## src/rtl/forth_loader_if.sv

```systemverilog
// Byte-stream input and instruction-RAM write bus of the boot loader.
// The loader connects through the slave modport; the byte source and RAM side use master.
interface forth_loader_if #(
    parameter int iaddr_width = 10
);
    logic [7:0]             rx_data;
    logic                   rx_valid;
    logic                   rx_ready;
    logic [iaddr_width-1:0] imem_addr;
    logic [15:0]            imem_wdata;
    logic                   imem_we;
    logic                   cpu_reset;
    logic                   done;
    logic                   error;

    modport master (
        output rx_data, rx_valid,
        input  rx_ready, imem_addr, imem_wdata, imem_we, cpu_reset, done, error
    );

    modport slave (
        input  rx_data, rx_valid,
        output rx_ready, imem_addr, imem_wdata, imem_we, cpu_reset, done, error
    );
endinterface

```

## src/rtl/forth_loader.sv

```systemverilog
// Boot loader: parses SYNC/LEN/data/CSUM frames, writes 16-bit words to instruction RAM
// from address 0 and releases the core's reset once a frame with a good checksum lands.
module forth_loader #(
    parameter int          iaddr_width = 10,
    parameter logic [7:0]  SYNC_BYTE   = 8'hA5
) (
    input  logic           clk,
    input  logic           reset,
    forth_loader_if.slave  bus
);
    localparam int          CW    = iaddr_width + 1;
    localparam logic [16:0] MAX_N = 17'(1) << iaddr_width;

    typedef enum logic [2:0] {
        S_SYNC, S_LEN_HI, S_LEN_LO, S_DATA_HI, S_DATA_LO, S_CSUM, S_RUN
    } state_t;

    state_t                 state_q, state_d;
    logic [7:0]             len_hi_q, len_hi_d;
    logic [CW-1:0]          len_q, len_d;
    logic [CW-1:0]          cnt_q, cnt_d;
    logic [7:0]             hi_q, hi_d;
    logic [7:0]             sum_q, sum_d;
    logic [iaddr_width-1:0] addr_q, addr_d;
    logic [15:0]            wdata_q, wdata_d;
    logic                   we_q, we_d;
    logic                   cpu_reset_q, cpu_reset_d;
    logic                   done_q, done_d;
    logic                   error_q, error_d;

    logic                   accept;
    logic [15:0]            n_full;
    logic [CW-1:0]          cnt_next;

    assign bus.rx_ready   = !reset && (state_q != S_RUN);
    assign accept         = bus.rx_valid && bus.rx_ready;
    assign n_full         = {len_hi_q, bus.rx_data};
    assign cnt_next       = cnt_q + 1'b1;

    assign bus.imem_addr  = addr_q;
    assign bus.imem_wdata = wdata_q;
    assign bus.imem_we    = we_q;
    assign bus.cpu_reset  = cpu_reset_q;
    assign bus.done       = done_q;
    assign bus.error      = error_q;

    always_comb begin
        state_d     = state_q;
        len_hi_d    = len_hi_q;
        len_d       = len_q;
        cnt_d       = cnt_q;
        hi_d        = hi_q;
        sum_d       = sum_q;
        addr_d      = addr_q;
        wdata_d     = wdata_q;
        we_d        = 1'b0;
        cpu_reset_d = cpu_reset_q;
        done_d      = done_q;
        error_d     = error_q;

        if (accept) begin
            case (state_q)
                S_SYNC: begin
                    if (bus.rx_data == SYNC_BYTE) begin
                        error_d = 1'b0;
                        state_d = S_LEN_HI;
                    end
                end
                S_LEN_HI: begin
                    len_hi_d = bus.rx_data;
                    state_d  = S_LEN_LO;
                end
                S_LEN_LO: begin
                    // len_q only needs CW bits because oversize lengths never get past here
                    if (n_full == 16'd0 || {1'b0, n_full} > MAX_N) begin
                        error_d = 1'b1;
                        state_d = S_SYNC;
                    end else begin
                        len_d   = CW'(n_full);
                        cnt_d   = '0;
                        sum_d   = '0;
                        state_d = S_DATA_HI;
                    end
                end
                S_DATA_HI: begin
                    hi_d    = bus.rx_data;
                    sum_d   = sum_q + bus.rx_data;
                    state_d = S_DATA_LO;
                end
                S_DATA_LO: begin
                    sum_d   = sum_q + bus.rx_data;
                    addr_d  = cnt_q[iaddr_width-1:0];
                    wdata_d = {hi_q, bus.rx_data};
                    we_d    = 1'b1;
                    cnt_d   = cnt_next;
                    state_d = (cnt_next == len_q) ? S_CSUM : S_DATA_HI;
                end
                S_CSUM: begin
                    if (bus.rx_data == sum_q) begin
                        done_d      = 1'b1;
                        cpu_reset_d = 1'b0;
                        state_d     = S_RUN;
                    end else begin
                        error_d = 1'b1;
                        state_d = S_SYNC;
                    end
                end
                default: state_d = state_q;
            endcase
        end
    end

    always_ff @(posedge clk) begin
        if (reset) begin
            state_q     <= S_SYNC;
            len_hi_q    <= '0;
            len_q       <= '0;
            cnt_q       <= '0;
            hi_q        <= '0;
            sum_q       <= '0;
            addr_q      <= '0;
            wdata_q     <= '0;
            we_q        <= 1'b0;
            cpu_reset_q <= 1'b1;
            done_q      <= 1'b0;
            error_q     <= 1'b0;
        end else begin
            state_q     <= state_d;
            len_hi_q    <= len_hi_d;
            len_q       <= len_d;
            cnt_q       <= cnt_d;
            hi_q        <= hi_d;
            sum_q       <= sum_d;
            addr_q      <= addr_d;
            wdata_q     <= wdata_d;
            we_q        <= we_d;
            cpu_reset_q <= cpu_reset_d;
            done_q      <= done_d;
            error_q     <= error_d;
        end
    end
endmodule

```

## src/flat_wrapper.sv

```systemverilog
// flat-port wrapper written by rule: the top's interface ports become plain ports
module forth_loader_flat 
#(
    parameter int          iaddr_width = 10,
    parameter logic [7:0]  SYNC_BYTE   = 8'hA5
)
  (clk, reset, bus_rx_data, bus_rx_valid, bus_rx_ready, bus_imem_addr, bus_imem_wdata, bus_imem_we, bus_cpu_reset, bus_done, bus_error);
  forth_loader_if #(.iaddr_width(iaddr_width)) bus_i ();
  input  logic clk;
  input  logic reset;
  input wire logic [$bits(bus_i.rx_data)-1:0] bus_rx_data;
  input wire logic [$bits(bus_i.rx_valid)-1:0] bus_rx_valid;
  output wire logic [$bits(bus_i.rx_ready)-1:0] bus_rx_ready;
  output wire logic [$bits(bus_i.imem_addr)-1:0] bus_imem_addr;
  output wire logic [$bits(bus_i.imem_wdata)-1:0] bus_imem_wdata;
  output wire logic [$bits(bus_i.imem_we)-1:0] bus_imem_we;
  output wire logic [$bits(bus_i.cpu_reset)-1:0] bus_cpu_reset;
  output wire logic [$bits(bus_i.done)-1:0] bus_done;
  output wire logic [$bits(bus_i.error)-1:0] bus_error;
  assign bus_i.rx_data = bus_rx_data;
  assign bus_i.rx_valid = bus_rx_valid;
  assign bus_rx_ready = bus_i.rx_ready;
  assign bus_imem_addr = bus_i.imem_addr;
  assign bus_imem_wdata = bus_i.imem_wdata;
  assign bus_imem_we = bus_i.imem_we;
  assign bus_cpu_reset = bus_i.cpu_reset;
  assign bus_done = bus_i.done;
  assign bus_error = bus_i.error;
  forth_loader #(.iaddr_width(iaddr_width), .SYNC_BYTE(SYNC_BYTE)) u_core (.clk(clk), .reset(reset), .bus(bus_i));
endmodule
```

## config.mk

```make
export PLATFORM = sky130hd
export DESIGN_NAME = forth_loader_flat
export DESIGN_NICKNAME = d
export VERILOG_FILES = /design/src/rtl/forth_loader_if.sv /design/src/rtl/forth_loader.sv /design/src/flat_wrapper.sv
export SDC_FILE = /design/constraint.sdc
export NUM_CORES = 1
export LEC_CHECK = 0
export BUFFER_PORTS_ARGS = -buffer_cell sky130_fd_sc_hd__buf_2
export CORE_MARGIN = 10
export CORE_UTILIZATION = 45
export CTS_BUF_LIST = sky130_fd_sc_hd__clkbuf_16
export DETAILED_ROUTE_END_ITERATION = 12
export GPL_TIMING_DRIVEN = 0
export SYNTH_ARGS = -nofsm -noshare
export SYNTH_HDL_FRONTEND = slang
export SYNTH_SLANG_ARGS = --single-unit
```

## constraint.sdc

```tcl
create_clock -name clk -period 2.7 [get_ports clk]
set_clock_uncertainty 0.2 [all_clocks]
set_input_delay 0.54 -clock clk [delete_from_list [all_inputs] [get_ports clk]]
set_output_delay 0.54 -clock clk [all_outputs]
set_load 0.01 [all_outputs]
```

* Word-level counts from Yosys, hierarchy flattened
Cells that the tools add are included.
** Storage, ports and cells
- Flip-flop bits (word level) :: 79
- Output and inout port bits :: 31
- Word-level logic and storage cells :: 65
- Input bits :: 11
** Cells by class
- Muxes and demuxes :: 14
- Order comparisons :: 1
- Equality and inequality tests :: 13
- Bitwise gates (word level) :: 2
- Add/subtract/negate cells :: 2
- Reductions and logical operators :: 21
** Operators by type and width (count)
- $pmux W11 S2 :: 1
- $pmux W3 S6 :: 1
- $gt A16 B11 Y1 const B :: 1
- $logic_not A16 Y1 :: 1
- $pmux W8 S2 :: 1
- $reduce_and A3 Y1 :: 5
- $add A11 B1 Y11 const B :: 1
- $eq A11 B11 Y1 :: 1
- $mux W11 :: 1
- $mux W3 :: 3
- $add A8 B8 Y8 :: 1
- $eq A8 B8 Y1 :: 1
- $eq A8 B8 Y1 const B :: 1
- $mux W8 :: 1
- $eq A3 B2 Y1 const B :: 2
- $eq A3 B3 Y1 const B :: 2
- $reduce_and A2 Y1 :: 3
- $reduce_bool A6 Y1 :: 1
- $reduce_and A5 Y1 :: 1
- $mux W1 :: 4
- $ne A2 B1 Y1 const B :: 2
- $ne A2 B2 Y1 const B :: 2
- $reduce_bool A2 Y1 :: 2
- $reduce_or A2 Y1 :: 2
- 10 further kinds :: 12

* Logic depth before layout (Yosys ltp)
Gate-level depths: netlist of the first run.
- Word-level depth :: 5
- Depth in mapped cells :: 9
- Mapped depth without buffers :: 9

* Worst setup path before layout of the first run
Ideal clock, no wire load.
- Path kind :: input to register
- From :: input port bus_rx_data[1]
- To :: register u_core.sum_q[7]
- Cell stages on the path :: 7
- Library setup time :: 122 ps
- Path slack :: 215 ps
- Data arrival time :: 2163 ps
- Buffers on the path :: 0
- Cell sequence :: ha_1 -> a21o_1 -> a211oi_1 -> o21ai_0 -> and3_1 -> or2_2 -> a311o_1
** Between the ends
- Longest elaborated chain between the ends :: 4
** Ends and longest elaborated chain
- start: declaration :: line flat_wrapper.sv:11 : input wire logic [$bits(bus_i.rx_data)-1:0] bus_rx_data;
- $gt A16 B11 Y1 or $logic_not A16 Y1 (tied branches) :: line forth_loader.sv:75 : if (n_full == 16'd0 || {1'b0, n_full} > MAX_N) begin
- $logic_or A1 B1 Y1 :: line forth_loader.sv:75
- $ne A2 B2 Y1 (no line)
- $reduce_and A3 Y1 (no line)
- end signal: assignment :: line forth_loader.sv:133 : sum_q <= sum_d;
- end: declaration :: line forth_loader.sv:23 : logic [7:0] sum_q, sum_d;
Parallel ways exist; a longest one is shown, timed or not.
A chain may end at the register's enable or synchronous reset.

* Worst setup path in the final report of the first run
- From :: register u_core.cnt_q[4]
- To :: register u_core.state_q[1]
** Between the ends
- Longest elaborated chain between the ends :: 4
** Ends and longest elaborated chain
- start: declaration :: line forth_loader.sv:21 : logic [CW-1:0] cnt_q, cnt_d;
- start signal: assignment :: line forth_loader.sv:131 : cnt_q <= cnt_d;
- $add A11 B1 Y11 :: line forth_loader.sv:38 : assign cnt_next = cnt_q + 1'b1;
- $eq A11 B11 Y1 :: line forth_loader.sv:96 : state_d = (cnt_next == len_q) ? S_CSUM : S_DATA_HI;
- $mux W3 :: line forth_loader.sv:96
- $pmux W3 S6 :: line forth_loader.sv:62 : case (state_q)
- end signal: assignment :: line forth_loader.sv:128 : state_q <= state_d;
- end: declaration :: line forth_loader.sv:18 : state_t state_q, state_d;
Every way passes these cells.

==> results of run 1 <==
-- how the worst max path moves through the flow --
stage                                  from                      end  cells after the start
after floorplan              bus_rx_data[1]          u_core.sum_q[7]                      7
after global placement                reset  u_core.bus.imem_addr[7]                      9
after detailed placement              reset  u_core.bus.imem_addr[8]                      9
after CTS                 u_core.state_q[1]  u_core.bus.imem_addr[8]                      9
after global routing      u_core.state_q[1]           u_core.hi_q[1]                      6
final                       u_core.cnt_q[4]        u_core.state_q[1]                      7
-- cell usage in the layout, fill, tap and decap left out, drive strengths merged, types with 2 or more instances in the layout --
cell type | synthesis | final
o21a | 3 | 3
nand2 | 86 | 86
nor2 | 52 | 52
a22oi | 3 | 3
or3 | 5 | 5
dfxtp | 79 | 79
and2 | 3 | 3
a21oi | 50 | 50
ha | 9 | 9
xnor2 | 4 | 4
nor3 | 14 | 14
nand3 | 9 | 9
nor3b | 3 | 3
or2 | 4 | 4
or4 | 4 | 4
a21o | 3 | 3
o21ai | 23 | 23
nor4 | 6 | 6
buf | 8 | 47
o2111a | 2 | 2
nand2b | 2 | 2
clkbuf | 19 | 28
and4 | 2 | 2
mux2i | 28 | 28
and3 | 3 | 3
nor2b | 10 | 10
xor2 | 11 | 11
nand3b | 2 | 2
inv | 11 | 15
a31oi | 3 | 3
-- where the power goes --
part	leakage [uW]	internal, uW	switching [uW]	total (uW)
Sequential	0.000636	1160	0.0717	1160
Combinational	0.000952	21.2	63.9	85.0
Clock	0.000149	735	543	1280
-- metrics by stage --
| step | instances | power [uW] | hold WS, ns | worst slack, ns | instance area (um2) |
|---|---|---|---|---|---|
| after floorplan | 479 | 1240 | 0.229 | 0.215 | 3860 |
| after global placement | 623 | 1280 | 0.231 | -0.251 | 4190 |
| after detailed placement | 623 | 1280 | 0.244 | -0.292 | 4190 |
| after CTS | 639 | 2540 | 0.253 | 0.0366 | 4500 |
| after global routing | 639 | 2590 | 0.275 | 0.00802 | 4530 |
| final | 639 | 2530 | 0.248 | 0.141 | 4530 |
-- timing repair --
item,in CTS,in global routing
hold buffers,0,0
endpoints found under the setup margin,2,31
gates resized for setup,3,5
pin swaps,0,1
setup buffers,0,1
-- cells by family (layout without fill, tap and decap cells) --
logic type / count (synthesis) / after routing / synth area share [%]
buf+inv: 38 / 93 / 4.31
xor+xnor: 15 / 15 / 3.40
compound gates: 103 / 103 / 15.9
fa+ha+maj: 10 / 10 / 3.44
simple gates: 206 / 206 / 24.8
mux: 28 / 28 / 7.26
flops: 79 / 79 / 41.0
-- per-layer routing --
metal,part of all wire (%),track usage [%]
met1,47,20.6
met2,46,25.2
met3,4.6,3.73
met4,2.6,7.11
met5,0,0
-- tightest hold or removal path, stage by stage, from the launching register on --
cell,delay (ns)
sky130_fd_sc_hd__dfxtp_1,0.31
sky130_fd_sc_hd__nand2_1,0.05
sky130_fd_sc_hd__nand2_1,0.05
-- layout make-up --
class,count,area (um2)
multi-input combinational,362,2140
sequential,79,1580
buffer,26,123
clock inverter,7,83.8
inverter,11,41.3
fill,805,3770
tap,105,131
clock buffer,9,225
timing repair buffer,40,203
-- sequential cells by signal, summed over array words and instances (netlist names), 3 cells and up --
signal and count:
u_core.bus.imem_addr 10, u_core.bus.imem_wdata 16, u_core.cnt_q 11, u_core.hi_q 8
u_core.len_hi_q 8, u_core.len_q 11, u_core.state_q 3, u_core.sum_q 8
==> impl_metrics.ini, run 1 <==
[floorplan]
core_box_area_mm2 = 0.00830
effective_utilization_at_floorplan_pct = 46.5
die_h_um = 113
die-area_mm2 = 0.0127
floorplan.rows = 33
ioPinCount = 42
die_width_um = 113

[clock_network]
cts-root-to-sink-buffers = 2
tritoncts = built
clock-root-buffer = sky130_fd_sc_hd__clkbuf_16
worstSkewPairLatency_ns = 0.34
inserted_clock_buffers = 9
cts_htree_levels = 3
clkTransAtPathRegs_ns = 0.07
clock_sink_count = 79

[critical_path]
critical_path.slowest_cell = sky130_fd_sc_hd__nor3_1
cp_cell_sequence = clkbuf_1, nand3_1, nor3_1, mux2i_1, mux2i_1, o2111ai_1, o211a_1
max_fanout_on_critical_path = 8
critical_path.top_delay_family = simple AND/OR/NAND/NOR gates
timing.critical_path.mode_cell = sky130_fd_sc_hd__mux2i_1
slowest_delay_ns = 0.54
worst-path-buf-inv = 1
worst_setup_sp_type = flop
r2r.worst_path.cells = 7
crit-reg2reg-capture = u_core.state_q[1]
timing_worst_setup_path_type = reg -> reg
data_arrival_time_of_the_worst_path_ns = 2.65
worst-r2r-setup-slack_ns = 0.14
critical_path_required_ns = 2.79
critical_path.endpoint_type = flop
worstReg2RegStart = u_core.cnt_q[4]

[placement]
gp_routability_congestion = 0.902
placement.io_buffers = 39
hpwl_mm = 7.42

[min_path]
hold-path-cell-count = 2
hold_path_end = u_core.bus.cpu_reset
timing.hold.worst.class = reg -> reg
worst_hold_startpoint = u_core.bus.cpu_reset

[sta]
rsz_0062_raised_after_global_routing = false
hold_viol = 0
final-max-slew-violation-count = 0
setup_viol_count_final = 0
max_freq_ghz = 0.391
tightest_slew_ns = 1.03
finalSetupTns_ns = 0
timing.final.crit_period_ns = 2.56
layout_worst_path_cycle_share_pct = 94.8
slew_headroom_pct = 31.3

[layout]
antenna_cells_inserted = 0
drive_above_1_share_pct = 14.6
area.growth.synth_to_final_pct = 17.3
final_core_utilization_pct = 54.6
design.final.nets = 550

[global_route]
pin_count_of_the_biggest_net_entering_global_routing = 17
grt.overflow.total = 0
gr-usage-all-layers_pct = 16.1
grt_antenna_before_repair = 0
grt_first_pass_wirelength_mm = 16.9
first_global_vias = 3396

[synthesis]
post_synth_num_cell_types = 56
synthesis.instances = 479
yosys_warnings = 0
post_syn_area_mm2 = 0.00386
post_synth_most_frequent_cells = sky130_fd_sc_hd__nand2_1, sky130_fd_sc_hd__dfxtp_1, sky130_fd_sc_hd__nor2_1, sky130_fd_sc_hd__a21oi_1, sky130_fd_sc_hd__mux2i_1
synth.top_cells.by_area = sky130_fd_sc_hd__dfxtp_1, sky130_fd_sc_hd__nand2_1, sky130_fd_sc_hd__mux2i_1
synthesis.nets = 500
yosysTopAreaCellShare_pct = 41.0
postSynthRegisterBits = 79
yosys_most_used_dff = sky130_fd_sc_hd__dfxtp_1
post-synth-top-count-cell = sky130_fd_sc_hd__nand2_1
syn_area_per_cell_um2 = 8.06
synth-edff-count = 0
postSynth.asyncResetShare_pct = 0
synthDominantAreaCellType = sky130_fd_sc_hd__dfxtp_1
synth.yosys.seq_area_share_pct = 41.0

[status]
run_status = finished clean

[detailed_routing]
route.detailed.wl_per_inst_um = 16.0
detail_route.vias_per_cell = 5.49
drc_errors = 0
antenna_violation_net_count_after_detailed_routing = 0
drt_pre_antenna_iters = 5
drtIter0Drc = 163
postRouteWirelength_mm = 10.2
routed-via-count = 3510

[power]
leakage_power_total_uw = 0.00174
power_per_cell_area_mw_per_mm2 = 558
worst_ir_drop_vdd_mv = 0.308

[job]
max_cap_violations = 0
Note: power is estimated with default switching activity, not from simulation.
==> run 2, diff against run 1 <==
BUFFER_PORTS_ARGS = -buffer_cell sky130_fd_sc_hd__buf_4   (was -buffer_cell sky130_fd_sc_hd__buf_2)
GPL_TIMING_DRIVEN = unset   (was 0)
==> impl_metrics.ini, run 2 (same netlist as run 1, synthesis figures left out) <==
[status]
run_status = finished clean

[critical_path]
critical_path_required_ns = 2.70
critical_path.endpoint_type = flop
worst-r2r-setup-slack_ns = 0.21
crit-reg2reg-capture = u_core.len_q[0]
max_fanout_on_critical_path = 11
timing_worst_setup_path_type = reg -> reg
r2r.worst_path.cells = 6
worstReg2RegStart = u_core.len_hi_q[4]
data_arrival_time_of_the_worst_path_ns = 2.49
worst_setup_sp_type = flop

[layout]
layout_common_cells = sky130_fd_sc_hd__nand2_1, sky130_fd_sc_hd__dfxtp_1, sky130_fd_sc_hd__buf_4
area.growth.synth_to_final_pct = 20.6
antenna_cells_inserted = 0
final_common_cell = sky130_fd_sc_hd__nand2_1
drive_above_1_share_pct = 17.2
flip_flop_count_of_the_largest_register_after_layout = 16
layoutNonFillerInstCount = 640
design.final.nets = 551

[global_route]
grt_antenna_before_repair = 0
pin_count_of_the_biggest_net_entering_global_routing = 54
grt_first_pass_wirelength_mm = 16.4
first_global_vias = 3306
gr-usage-all-layers_pct = 15.4
grt.overflow.total = 0

[min_path]
worst_hold_startpoint = u_core.hi_q[3]
hold_path_end = u_core.bus.imem_wdata[11]
hold-path-cell-count = 2
timing.hold.worst.class = reg -> reg

[detailed_routing]
drt_pre_antenna_iters = 4
routed-via-count = 3452
drc_errors = 0
detail_route.vias_per_cell = 5.39
route.detailed.wl_per_inst_um = 15.3
postRouteWirelength_mm = 9.79
drtIter0Drc = 132
antenna_violation_net_count_after_detailed_routing = 0

[sta]
hold_slack_ns = 0.249
slew_headroom_pct = 59.6
setup_viol_count_final = 0
final-max-slew-violation-count = 0
finalSetupTns_ns = 0
timing.final.ws_setup_ns = 0.211
timing.final.crit_period_ns = 2.49
hold_viol = 0
max_freq_ghz = 0.402
tightest_slew_ns = 0.601
rsz_0062_raised_after_global_routing = false
layout_worst_path_cycle_share_pct = 92.2

[placement]
detailedPlace.worstSlack_ns = 0.0238
placement.io_buffers = 41
dp.cells = 624
hpwl_mm = 7.02
gp_routability_congestion = 0.861

[power]
worst_ir_drop_vdd_mv = 0.360
design_power_total_uw = 2420
power_per_cell_area_mw_per_mm2 = 520
leakage_power_total_uw = 0.00180

[clock_network]
post_cts.resized_instances = 0
worstSkewPairLatency_ns = 0.33
clkTransAtPathRegs_ns = 0.07
cts_htree_levels = 3
cts-hold-fix-buffers = 0
inserted_clock_buffers = 9
post_cts_buffers = 0
tritoncts = built
cts-root-to-sink-buffers = 2
clock_sink_count = 79
clock-root-buffer = sky130_fd_sc_hd__clkbuf_16

[floorplan]
die_width_um = 113
core_box_area_mm2 = 0.00830
floorplan.rows = 33
die-area_mm2 = 0.0127
die_h_um = 113
effective_utilization_at_floorplan_pct = 46.5
ioPinCount = 42

[job]
max_cap_violations = 0
==> run 2: stage by stage <==
| step | utilization, % | area, um2 |
|---|---|---|
| floorplan | - | 3860 |
| global placement | 52.6 | 4370 |
| detailed placement | 52.6 | 4370 |
| CTS | 56.1 | 4660 |
| global route | 56.1 | 4660 |
| finish | 56.1 | 4660 |
==> run 2: layout make-up <==
| cell class | instances | area (um2) |
|---|---|---|
| fillers | 813 | 3640 |
| multi-input cells | 362 | 2110 |
| flip-flops and latches | 79 | 1580 |
| repair buffers | 67 | 503 |
| clock buffers | 9 | 225 |
| well taps | 105 | 131 |
| clock inverters | 7 | 61.3 |
| inverters | 11 | 41.3 |
==> run 2: worst max-delay path, stage by stage (launching register included) <==
cell and delay [ns]:
sky130_fd_sc_hd__dfxtp_1 0.31, sky130_fd_sc_hd__or4_1 0.52, sky130_fd_sc_hd__or3_4 0.36, sky130_fd_sc_hd__nor4_4 0.38
sky130_fd_sc_hd__and2_4 0.33, sky130_fd_sc_hd__mux2i_1 0.21, sky130_fd_sc_hd__nor2_1 0.05
==> run 2: routing by layer <==
layer / wire length (um) / vias up / global-route usage (%) / part of all wire, %
li1: - / 1752 / - / -
met5: 0 / - / 0 / 0
met4: 75 / 0 / 3.47 / 0.77
met1: 4670 / 1632 / 19.8 / 48
met3: 366 / 8 / 4.74 / 3.7
met2: 4680 / 60 / 24.5 / 48
==> run 2: worst max path at each step <==
stage                                   end          startpoint  slack (ns)
after detailed placement    u_core.sum_q[7]      bus_rx_data[1]        0.02
after floorplan             u_core.sum_q[7]      bus_rx_data[1]        0.21
final                       u_core.len_q[0]  u_core.len_hi_q[4]        0.21
after global routing      u_core.state_q[1]     u_core.cnt_q[1]        0.07
after CTS                   u_core.len_q[0]  u_core.len_hi_q[4]        0.20
after global placement      u_core.sum_q[7]      bus_rx_data[1]        0.03
==> run 2: report_power, final <==
group | switching (uW) | total (uW) | leakage (uW) | internal [uW]
registers | 0.0467 | 1160 | 0.000636 | 1160
clock network | 522 | 1160 | 0.000135 | 640
logic | 61.0 | 95.7 | 0.00103 | 34.7
total | 583 | 2420 | 0.00180 | 1840
